File: config.mk
export PLATFORM = sky130hd
export DESIGN_NAME = pc_sequencer_flat
export DESIGN_NICKNAME = d
export VERILOG_FILES = /design/src/rtl/pc_sequencer_if.sv /design/src/rtl/pc_sequencer.sv /design/src/flat_wrapper.sv
export SDC_FILE = /design/constraint.sdc
export NUM_CORES = 1
export LEC_CHECK = 0
export BUFFER_PORTS_ARGS = -buffer_cell sky130_fd_sc_hd__buf_4
export CORE_MARGIN = 4
export CORE_UTILIZATION = 35
export CTS_CLUSTER_SIZE = 10
export DETAILED_ROUTE_END_ITERATION = 10
export GPL_TIMING_DRIVEN = 1
export HOLD_SLACK_MARGIN = 0.1
export PLACE_DENSITY = 0.57
export SETUP_SLACK_MARGIN = 0.1
export SYNTH_ARGS = -nofsm -noshare
export SYNTH_HDL_FRONTEND = slang
export SYNTH_SLANG_ARGS = --single-unit
export TNS_END_PERCENT = 100
File: constraint.sdc
create_clock -name clk -period 2.4 [get_ports clk]
set_input_delay 0.24 -clock clk [delete_from_list [all_inputs] [get_ports clk]]
set_output_delay 0.24 -clock clk [all_outputs]
set_load 0.02 [all_outputs]
File: src/rtl/pc_sequencer_if.sv
// Command handshake and PC datapath strobe bundle for pc_sequencer.
// The sequencer side uses the slave modport; the command source or datapath side uses master.
interface pc_sequencer_if;
  logic              cmd_valid;
  logic [1:0]        cmd;
  logic              cmd_ready;
  logic [7:0]        adl_in;
  logic [7:0]        adh_in;
  logic signed [7:0] offset;
  logic              pcl_load;
  logic              adl_load;
  logic [7:0]        pcl_data;
  logic [7:0]        adl_data;
  logic              pch_load;
  logic [7:0]        pch_data;
  logic [15:0]       pc;
  logic              done;
  logic              page_cross;

  modport master (
    output cmd_valid, cmd, adl_in, adh_in, offset,
    input  cmd_ready, pcl_load, adl_load, pcl_data, adl_data,
           pch_load, pch_data, pc, done, page_cross
  );

  modport slave (
    input  cmd_valid, cmd, adl_in, adh_in, offset,
    output cmd_ready, pcl_load, adl_load, pcl_data, adl_data,
           pch_load, pch_data, pc, done, page_cross
  );
endinterface

File: src/rtl/pc_sequencer.sv
// Program-counter sequencer: runs INC / JUMP / BRANCH (and VECTOR when the
// PCS_VECTOR_EN macro is defined) as one- or two-cycle strobe sequences.
module pc_sequencer #(
  parameter logic [15:0] RESET_PC = 16'h0000
`ifdef PCS_VECTOR_EN
  , parameter logic [15:0] VECTOR = 16'hFFFC
`endif
) (
  input  logic          clk,
  input  logic          rst_n,
  pc_sequencer_if.slave bus
);

  typedef enum logic [1:0] {IDLE, LOW, HIGH, FIX} state_t;
  typedef enum logic [1:0] {CMD_INC, CMD_JUMP, CMD_BRANCH, CMD_VECTOR} cmd_t;

  state_t            state, state_nxt;
  logic [15:0]       pc;
  cmd_t              op_q;
  logic [7:0]        adl_q;
  logic [7:0]        adh_q;
  logic signed [7:0] off_q;

  logic       pcl_load, adl_load, pch_load, done, page_cross;
  logic [7:0] pcl_data, adl_data, pch_data;
  logic [8:0] br_sum;
  logic       br_cross;
  logic       accept;

  function automatic logic [8:0] add_byte(input logic [7:0] a, input logic [7:0] b);
    return {1'b0, a} + {1'b0, b};
  endfunction

  function automatic logic [7:0] step_page(input logic [7:0] page, input logic down);
    return down ? page - 8'd1 : page + 8'd1;
  endfunction

  assign accept   = bus.cmd_valid && (state == IDLE);
  assign br_sum   = add_byte(pc[7:0], $unsigned(off_q));
  // A carry out of a forward offset, or no carry on a negative one, leaves the page.
  assign br_cross = br_sum[8] ^ off_q[7];

  always_ff @(posedge clk) begin
    if (!rst_n) state <= IDLE;
    else        state <= state_nxt;
  end

  always_ff @(posedge clk) begin
    if (!rst_n) begin
      pc <= RESET_PC;
    end else begin
      if (pcl_load) pc[7:0]  <= pcl_data;
      if (adl_load) pc[7:0]  <= adl_data;
      if (pch_load) pc[15:8] <= pch_data;
    end
  end

  // Operands are held for the whole command so the source may move on after accept.
  always_ff @(posedge clk) begin
    if (accept) begin
      op_q  <= cmd_t'(bus.cmd);
      adl_q <= bus.adl_in;
      adh_q <= bus.adh_in;
      off_q <= bus.offset;
    end
  end

  always_comb begin
    state_nxt  = state;
    pcl_load   = 1'b0;
    adl_load   = 1'b0;
    pch_load   = 1'b0;
    pcl_data   = 8'h00;
    adl_data   = 8'h00;
    pch_data   = 8'h00;
    done       = 1'b0;
    page_cross = 1'b0;
    case (state)
      IDLE: if (bus.cmd_valid) state_nxt = LOW;
      LOW: begin
        case (op_q)
          CMD_INC: begin
            pcl_load = 1'b1;
            pcl_data = pc[7:0] + 8'd1;
            if (pc[7:0] == 8'hFF) begin
              state_nxt = HIGH;
            end else begin
              done      = 1'b1;
              state_nxt = IDLE;
            end
          end
          CMD_JUMP: begin
            adl_load  = 1'b1;
            adl_data  = adl_q;
            state_nxt = HIGH;
          end
          CMD_BRANCH: begin
            pcl_load = 1'b1;
            pcl_data = br_sum[7:0];
            if (br_cross) begin
              state_nxt = FIX;
            end else begin
              done      = 1'b1;
              state_nxt = IDLE;
            end
          end
          CMD_VECTOR: begin
`ifdef PCS_VECTOR_EN
            adl_load  = 1'b1;
            adl_data  = VECTOR[7:0];
            state_nxt = HIGH;
`else
            done      = 1'b1;
            state_nxt = IDLE;
`endif
          end
          default: state_nxt = IDLE;
        endcase
      end
      HIGH: begin
        pch_load  = 1'b1;
        done      = 1'b1;
        state_nxt = IDLE;
        case (op_q)
          CMD_INC:    pch_data = step_page(pc[15:8], 1'b0);
`ifdef PCS_VECTOR_EN
          CMD_VECTOR: pch_data = VECTOR[15:8];
`endif
          default:    pch_data = adh_q;
        endcase
      end
      FIX: begin
        pch_load   = 1'b1;
        pch_data   = step_page(pc[15:8], off_q[7]);
        page_cross = 1'b1;
        done       = 1'b1;
        state_nxt  = IDLE;
      end
      default: state_nxt = IDLE;
    endcase
  end

  assign bus.cmd_ready  = (state == IDLE);
  assign bus.pcl_load   = pcl_load;
  assign bus.adl_load   = adl_load;
  assign bus.pcl_data   = pcl_data;
  assign bus.adl_data   = adl_data;
  assign bus.pch_load   = pch_load;
  assign bus.pch_data   = pch_data;
  assign bus.pc         = pc;
  assign bus.done       = done;
  assign bus.page_cross = page_cross;

endmodule

File: src/flat_wrapper.sv
// flat-port wrapper written by rule: the top's interface ports become plain ports
module pc_sequencer_flat 
#(
  parameter logic [15:0] RESET_PC = 16'h0000

)
  (clk, rst_n, bus_cmd_valid, bus_cmd, bus_adl_in, bus_adh_in, bus_offset, bus_cmd_ready, bus_pcl_load, bus_adl_load, bus_pcl_data, bus_adl_data, bus_pch_load, bus_pch_data, bus_pc, bus_done, bus_page_cross);
  pc_sequencer_if bus_i ();
  input  logic clk;
  input  logic rst_n;
  input wire logic [$bits(bus_i.cmd_valid)-1:0] bus_cmd_valid;
  input wire logic [$bits(bus_i.cmd)-1:0] bus_cmd;
  input wire logic [$bits(bus_i.adl_in)-1:0] bus_adl_in;
  input wire logic [$bits(bus_i.adh_in)-1:0] bus_adh_in;
  input wire logic [$bits(bus_i.offset)-1:0] bus_offset;
  output wire logic [$bits(bus_i.cmd_ready)-1:0] bus_cmd_ready;
  output wire logic [$bits(bus_i.pcl_load)-1:0] bus_pcl_load;
  output wire logic [$bits(bus_i.adl_load)-1:0] bus_adl_load;
  output wire logic [$bits(bus_i.pcl_data)-1:0] bus_pcl_data;
  output wire logic [$bits(bus_i.adl_data)-1:0] bus_adl_data;
  output wire logic [$bits(bus_i.pch_load)-1:0] bus_pch_load;
  output wire logic [$bits(bus_i.pch_data)-1:0] bus_pch_data;
  output wire logic [$bits(bus_i.pc)-1:0] bus_pc;
  output wire logic [$bits(bus_i.done)-1:0] bus_done;
  output wire logic [$bits(bus_i.page_cross)-1:0] bus_page_cross;
  assign bus_i.cmd_valid = bus_cmd_valid;
  assign bus_i.cmd = bus_cmd;
  assign bus_i.adl_in = bus_adl_in;
  assign bus_i.adh_in = bus_adh_in;
  assign bus_i.offset = bus_offset;
  assign bus_cmd_ready = bus_i.cmd_ready;
  assign bus_pcl_load = bus_i.pcl_load;
  assign bus_adl_load = bus_i.adl_load;
  assign bus_pcl_data = bus_i.pcl_data;
  assign bus_adl_data = bus_i.adl_data;
  assign bus_pch_load = bus_i.pch_load;
  assign bus_pch_data = bus_i.pch_data;
  assign bus_pc = bus_i.pc;
  assign bus_done = bus_i.done;
  assign bus_page_cross = bus_i.page_cross;
  pc_sequencer #(.RESET_PC(RESET_PC)) u_core (.clk(clk), .rst_n(rst_n), .bus(bus_i));
endmodule
Word-level counts from Yosys, hierarchy flattened
Index checks and enable logic that the tools add are counted.
- bitwise operators: 1
- reduce and logical (&&, ||, !) cells: 6
- equal/unequal tests: 8
- $add $sub $neg: 4
- multiplexer cells: 24
- operators by type and width (cell ; number):
    8-bit two-way mux ; 7
    8-bit case mux with 2 select lines ; 2
    8-bit by 1-bit adder with 8-bit output (second input constant) ; 2
    8-bit by 8-bit adder with 9-bit output ; 1
    2-bit equality test (second input constant) ; 4
    8-bit equality test (second input constant) ; 1
    1-bit two-way mux ; 8
    2-bit case mux with 4 select lines ; 1
    8-bit by 1-bit subtractor with 8-bit output (second input constant) ; 1
    2-bit two-way mux ; 3
    2-bit case mux with 3 select lines ; 1
    2-bit by 1-bit equality test with 1-bit output (second input constant) ; 2
    2-bit zero test ; 2
    2-bit OR reduction ; 2
    1-bit case mux with 3 select lines ; 1
    2-bit != test (second input constant) ; 1
    1-bit case mux with 2 select lines ; 1
    2-bit nonzero test ; 1
    1-bit logical AND ; 1
    1-bit XOR ; 1
- bits in registers: 44
- bits of input ports: 29

Longest topological paths before layout
Gate-level depths: netlist of run 1.
- word-level depth: 6
- gate-level depth with buffers: 8

Least setup slack after synthesis of run 1
No wires, ideal clock.
- path type: register -> output
- start point: register u_core.pc[0] (netlist: u_core.bus.pc[0])
- end point: output bus_pcl_data[4]
- data arrival time: 2.208 ns
- setup slack: -0.048 ns
- buffers on the path: 0
- data required time: 2.160 ns
- stages on the path, launching flop included: 9
- cell sequence: dfxtp_1 ha_1 inv_1 fa_1 nor2b_1 o21ai_0 nor4b_1 or3_1 nor2_1
- longest elaborated chain between the ends: 3
- ends and longest elaborated chain (what ; RTL line ; RTL):
    from (decl) ; pc_sequencer.sv:18 ; logic [15:0] pc;
    from (signal assigned) ; pc_sequencer.sv:52 ; if (pcl_load) pc[7:0] <= pcl_data;
    from (signal assigned) ; pc_sequencer.sv:53 ; if (adl_load) pc[7:0] <= adl_data;
    8-bit by 8-bit adder with 9-bit output / 8-bit by 1-bit adder with 8-bit output (equally long branches) ; pc_sequencer.sv:31, pc_sequencer.sv:84 ;
    8-bit case mux with 2 select lines * ; pc_sequencer.sv:81 ; case (op_q)
    8-bit two-way mux * ; pc_sequencer.sv:78 ; case (state)
    to (decl) ; flat_wrapper.sv:19 ; output wire logic [$bits(bus_i.pcl_data)-1:0] bus_pcl_data;
Mark *: on every way between the ends. The rest lies on a longest branch, timed or not.

Worst setup path after layout of run 1
- start point: register u_core.off_q[0]
- end point: output bus_pcl_data[6]
- longest elaborated chain between the ends: 3
- ends and longest elaborated chain (what ; RTL line ; RTL):
    from (decl) ; pc_sequencer.sv:22 ; logic signed [7:0] off_q;
    from (signal assigned) ; pc_sequencer.sv:64 ; off_q <= bus.offset;
    8-bit by 8-bit adder with 9-bit output ; pc_sequencer.sv:31 ; return {1'b0, a} + {1'b0, b};
    8-bit case mux with 2 select lines ; pc_sequencer.sv:81 ;
    8-bit two-way mux ; pc_sequencer.sv:78 ;
Every way passes these cells.

==> flow_summary.json, run 1 <==
{
  "max-cap-violations": 0,
  "synth-main-ff-cell": "edfxtp_1",
  "final.setup.tns_ns": -0.3041,
  "synthAdderAreaFrac": 0.05415,
  "antenna_cells": 0,
  "finClkSkew_ns": 0.01233,
  "ys_seq_area_frac": 0.3919,
  "setup_violations": 4,
  "synth.area.top_cells": "edfxtp_1, dfxtp_1, ha_1",
  "area.sequential_mm2": 0.001162,
  "arrival_ns": 2.27,
  "drt-total-wl_um": 8736,
  "cp.required_ns": 2.16,
  "critPathLaunch": "u_core.off_q[0]",
  "synth.cell_area_mm2": 0.002912,
  "power.leakage_uw": 0.001802,
  "gp_congestion": 0.8895,
  "synth_warnings": 0,
  "cp-end-kind": "output pin",
  "r2r-end": "u_core.bus.pc[6]",
  "rr_worst_depth": 10,
  "grt_pass1_wl_um": 13890,
  "layout-drive-gt1-share": 0.4005,
  "io_buffers": 74,
  "synth.mux.area_fraction": 0.03481,
  "violations": "setup timing",
  "rsz0062_at_grt": "yes",
  "min_path_type": "input pin to flop",
  "maxSlewViolCount": 0,
  "wl_per_cell_um": 16.27,
  "grt_antenna_before_repair": 0,
  "postSynthCellCount": 316,
  "path_clk_slew_ns": 0.09,
  "cts_buffers": 5,
  "drt_iter0_markers": 173,
  "fin_util": 0.5359,
  "fmax_ghz": 0.3984,
  "cts_root_buf": "clkbuf_8",
  "overflow": 0,
  "layout_commonest_cell": "buf_4",
  "core.rowCount": 33,
  "synth_edf_count": 26,
  "final_net_count": 472,
  "die_x_um": 99.21,
  "grtUsageTotal": 0.1740,
  "crit_path_max_fanout": 6,
  "syn_area_per_cell_um2": 9.214,
  "ir_worst_vdd_mv": 0.3017,
  "criticalPathCategory": "flop to output pin",
  "syn-num-nets": 357,
  "die_area_mm2": 0.009842,
  "tightest_slew_ns": 0.4561,
  "multi_input_comb_area_mm2": 0.001876,
  "drt_pass1_iterations": 4,
  "crit_path_top_delay_cell": "fa_2",
  "synthArstFlopShare": 0,
  "place_hpwl_um": 6193,
  "synth_top_family_by_area": "compound AO/OA/AOI/OAI gates",
  "vias": 2820,
  "route.detailed.drc": 0,
  "start_kind": "flop",
  "rr_startpoint": "u_core.off_q[0]",
  "min_period_over_period": 1.046,
  "ys_types": 72,
  "io_pins": 75,
  "fillers": 737,
  "slew_headroom": 0.6959,
  "htree_levels": 2,
  "grt_max_degree": 29,
  "cts.sinks": 44,
  "final.setup.worst_slack_ns": -0.1100,
  "initial_core_util": 0.3579,
  "synth-simple-area-share": 0.2080,
  "yosysTopAreaCellShare": 0.2682,
  "antenna_left": 0,
  "regToRegSetupSlack_ns": 0.29,
  "crit_path_max_incr_delay_ns": 0.36,
  "synth_xor_xnor_area_share": 0.04813,
  "worstSkewPairLatency_ns": 0.31,
  "synth-compound-area-share": 0.2157,
  "status": "finished with violations",
  "grt_pass1_vias": 2720,
  "mostFrequentLayoutCells": "buf_4, nor2_1, edfxtp_1",
  "period_needed_ns": 2.510,
  "finalHoldViolCount": 0,
  "crit_path_end": "bus_pcl_data[6]",
  "die_h_um": 99.21,
  "clk_path_buf_depth": 2,
  "vias_per_cell": 5.251,
  "cts_tree": "yes",
  "yosysTopAreaCell": "edfxtp_1",
  "p_per_area_mw_per_mm2": 485.4,
  "cp_cell_sequence": "ha_2, inv_2, fa_2, nor2b_4, o21ai_4, buf_4, a2111oi_4, nand3b_1, buf_6",
  "synthToLayoutAreaGrowth_pct": 49.72,
  "core-area_mm2": 0.008134,
  "holdWs_ns": 0.1030,
  "synth-seq-cells": 44
}
-- worst min-delay path by stage --
stage | start | to | slack, ns | cells past startpoint
CTS | bus_adl_in[4] | u_core.adl_q[4] | 0.10 | 1
detailed placement | bus_adl_in[5] | u_core.adl_q[5] | 0.42 | 1
global placement | bus_offset[2] | u_core.off_q[2] | 0.42 | 1
floorplan | bus_adh_in[0] | u_core.adh_q[0] | 0.34 | 0
global route | bus_offset[5] | u_core.off_q[5] | 0.1 | 1
finish | bus_cmd[0] | u_core.op_q[0] | 0.10 | 1
-- cells in the mapped netlist, types with 2 or more instances --
cell / count
or3_1: 4
nand3b_1: 3
nor2b_1: 8
o21a_1: 5
clkbuf_1: 8
a21o_1: 7
nor3_1: 4
xor2_1: 10
a2111oi_0: 2
a22oi_1: 2
and3_1: 5
nor4_1: 2
dfxtp_1: 18
nand2b_1: 4
o221a_2: 2
ha_1: 11
nor2_1: 31
edfxtp_1: 26
nand4_1: 4
a211oi_1: 6
a21oi_1: 15
and2_1: 11
nand3_1: 8
a211o_1: 2
buf_1: 2
inv_1: 13
mux2i_1: 9
xnor2_1: 6
buf_2: 5
nand2_1: 15
o21ai_1: 2
o21ai_0: 20
and4_1: 2
a221oi_1: 2
a31oi_1: 5
-- worst max-delay path, delay by kind of cell (launching register included) --
kind,cells,cell delay [ns]
DFF,1,0.34
adders and majority gates,2,0.54
AOI/OAI and AO/OA,2,0.36
and+or+nand+nor,2,0.39
buffers and inverters,3,0.34
-- where the power goes --
| part | total, uW | internal (uW) | switching [uW] |
|---|---|---|---|
| combinational | 631 | 301 | 330 |
| clock | 589 | 309 | 280 |
| sequential | 896 | 855 | 40.4 |
-- state kept, by name, indices dropped and copies added (netlist names) --
register	count
u_core.op_q	2
u_core.bus.pc	16
u_core.adh_q	8
u_core.state	2
u_core.off_q	8
u_core.adl_q	8
-- cell families (layout without fill, tap and decap cells) --
| kind of cell | after synthesis | after routing |
|---|---|---|
| muxes | 10 | 10 |
| buffers and inverters | 32 | 148 |
| AOI/OAI and AO/OA | 90 | 90 |
| DFF | 44 | 44 |
| and+or+nand+nor | 112 | 112 |
| adders and majority gates | 12 | 12 |
| xor gates and xnor gates | 16 | 16 |
-- stage by stage --
step	power (uW)	setup slack (ns)	instance area, um2	cells
CTS	2067	-0.1002	4038	519
global placement	1409	0.02094	3661	496
global route	2218	-0.1850	4359	537
floorplan	1220	0.1124	2920	316
finish	2116	-0.1100	4359	537
detailed placement	1416	-0.03858	3661	496
-- final cells by class --
cell class                 instances  area share
clock buffer                       5     0.01579
clock inverter                     3    0.009759
inverter                          15     0.01292
multi-input combinational        240      0.4303
sequential                        44      0.2666
tap                              105     0.03014
timing repair buffer             125      0.2345
-- per-layer routing --
layer	global-route usage	share of wire	vias to the layer above
met3	0.02665	0.045	9
met2	0.2614	0.46	78
met5	0	0	-
met4	0.04517	0.014	0
li1	-	-	1397
met1	0.2601	0.48	1336
-- timing repair --
item	in CTS	in global routing
hold endpoints to repair	4	13
hold buffers	4	13
buffers inserted	11	5
setup endpoints to repair	10	12
gates resized for setup	35	39
pin swaps	16	15
Note: power is estimated with default switching activity, not from simulation.
==> run 2, diff against run 1 <==
- SETUP_SLACK_MARGIN: 0.1 -> unset
==> run 2 against run 1 <==
Effect of this change: the flow still finishes with violations (setup timing); via count fell by 2.1%; sequential power barely moved; flip-flop and latch count did not move; clock skew fell by 0.0037 ns; critical endpoint unchanged; largest power group unchanged; critical path type unchanged.
==> flow_summary.json, run 2 (synthesis results as in run 1) <==
{
  "finish.instance_area_mm2": 0.004116,
  "layout_commonest_cell": "buf_4",
  "antenna_left": 0,
  "clk_path_buf_depth": 2,
  "period_needed_ns": 2.508,
  "criticalPathCategory": "flop to output pin",
  "grtUsageTotal": 0.1689,
  "internal-power_uw": 1318,
  "min_path_type": "input pin to flop",
  "antenna_cells": 0,
  "p_per_area_mw_per_mm2": 468.6,
  "io_pins": 75,
  "holdWs_ns": 0.1096,
  "finClkSkew_ns": 0.008616,
  "grt_max_degree": 29,
  "max-cap-violations": 0,
  "path_clk_slew_ns": 0.09,
  "p_seq_frac": 0.464,
  "core-area_mm2": 0.008134,
  "m1WireLength_um": 4003,
  "overflow": 0,
  "min_period_over_period": 1.045,
  "hold_depth": 1,
  "htree_levels": 2,
  "initial_core_util": 0.3579,
  "fmax_ghz": 0.3988,
  "post_dp_cell_area_mm2": 0.003649,
  "arrival_ns": 2.27,
  "tightest_slew_ns": 0.4458,
  "cts_root_buf": "clkbuf_8",
  "mostFrequentLayoutCells": "buf_4, nor2_1, edfxtp_1",
  "swShare": 0.3166,
  "core.rowCount": 33,
  "route.detailed.drc": 0,
  "vias": 2761,
  "r2r-end": "u_core.bus.pc[6]",
  "rr_worst_depth": 11,
  "worstSkewPairLatency_ns": 0.30,
  "vias_per_cell": 5.259,
  "cp-end-kind": "output pin",
  "die_x_um": 99.21,
  "layout-drive-gt1-share": 0.3476,
  "clkPwrFrac": 0.238,
  "start_kind": "flop",
  "cts.sinks": 44,
  "grt_antenna_before_repair": 0,
  "violations": "setup timing",
  "cp.required_ns": 2.16,
  "grt_pass1_vias": 2547,
  "die_h_um": 99.21,
  "hold_start": "bus_adl_in[1]",
  "regToRegSetupSlack_ns": 0.20,
  "status": "finished with violations",
  "finalHoldViolCount": 0,
  "fillers": 765,
  "grt_pass1_wl_um": 13310,
  "slew_headroom": 0.7028,
  "pwr-share-comb": 0.298,
  "setup_violations": 4,
  "power.leakage_uw": 0.001719,
  "die_area_mm2": 0.009842,
  "min_to": "u_core.adl_q[1]",
  "place_hpwl_um": 6070,
  "highest_layer": "met4",
  "rsz0062_at_grt": "yes",
  "rr_startpoint": "u_core.off_q[0]",
  "io_buffers": 74,
  "drt_iter0_markers": 208,
  "gp_congestion": 0.8732,
  "cts_tree": "yes",
  "drt-total-wl_um": 8458,
  "synthToLayoutAreaGrowth_pct": 41.38,
  "drt_pass1_iterations": 4,
  "final.setup.worst_slack_ns": -0.1076,
  "cts_buffers": 5,
  "power_switching_uw": 610.6,
  "wl_met2_um": 3929,
  "maxSlewViolCount": 0,
  "crit_path_max_fanout": 4,
  "wl_per_cell_um": 16.11,
  "largest_register_ffs": 16,
  "ir_worst_vdd_mv": 0.2387,
  "regMostFlops": "u_core.bus.pc",
  "placed_cells": 495,
  "wl_met3_um": 438,
  "final_net_count": 461,
  "finalNonFillerCells": 525
}
run 2: area by class of cell:
cell class / count / area, um2 / share of cell area
clock buffers: 5 / 68.82 / 0.01672
clock inverters: 2 / 12.51 / 0.003040
inverters: 15 / 56.30 / 0.01368
multi-input cells: 240 / 1779 / 0.4322
flip-flops and latches: 44 / 1150 / 0.2793
well taps: 105 / 131.4 / 0.03191
repair buffers: 114 / 918.4 / 0.2231
run 2: repair_timing:
action | in CTS | in global routing
hold buffers | 10 | 3
gates resized for setup | 20 | 26
pin swaps | 6 | 7
hold endpoints to repair | 10 | 3
endpoints found under the setup margin | 5 | 10
setup buffers | 2 | 8
run 2: per-stage QoR:
step / power (uW) / utilization / TNS [ns] / setup slack, ns
finish: 1929 / 0.5061 / -0.3133 / -0.1076
global route: 2035 / 0.5061 / -0.6937 / -0.2003
CTS: 1907 / 0.4821 / -0.3877 / -0.1381
detailed placement: 1405 / 0.4485 / -0.02141 / -0.02141
global placement: 1404 / 0.4485 / -0.07687 / -0.07687
floorplan: 1219 / - / 0 / 0.07237
run 2: worst max path at each step:
stage                           startpoint              end  depth (start not counted)
after CTS                  u_core.off_q[0]  bus_pcl_data[6]                          9
after floorplan           u_core.bus.pc[1]         bus_done                          7
after detailed placement   u_core.off_q[0]  bus_pcl_data[6]                          9
after global routing       u_core.off_q[0]  bus_pcl_data[6]                          9
final                      u_core.off_q[0]  bus_pcl_data[6]                          9
after global placement    u_core.bus.pc[0]  bus_pcl_data[6]                          9
run 2: power by group through the flow:
stage          Sequential (uW)  Combinational, uW  Clock, uW
2_1_floorplan              921                298          0
3_3_place_gp               908                497          0
3_5_place_dp               909                496          0
4_1_cts                    894                531        482
5_1_grt                    903                629        503
6_report                   895                575        460
run 2: layer usage:
layer | global-route usage | vias up
li1 | - | 1375
met1 | 0.2537 | 1311
met2 | 0.2552 | 67
met3 | 0.02384 | 8
met4 | 0.04097 | 0
met5 | 0 | -
run 2: critical path: stages, from the launching register on:
cell	delay, ns
edfxtp_1	0.34
ha_2	0.18
inv_2	0.04
fa_2	0.36
nor2b_4	0.17
o21ai_4	0.10
buf_6	0.13
a2111oi_4	0.27
nand3b_1	0.23
buf_6	0.15
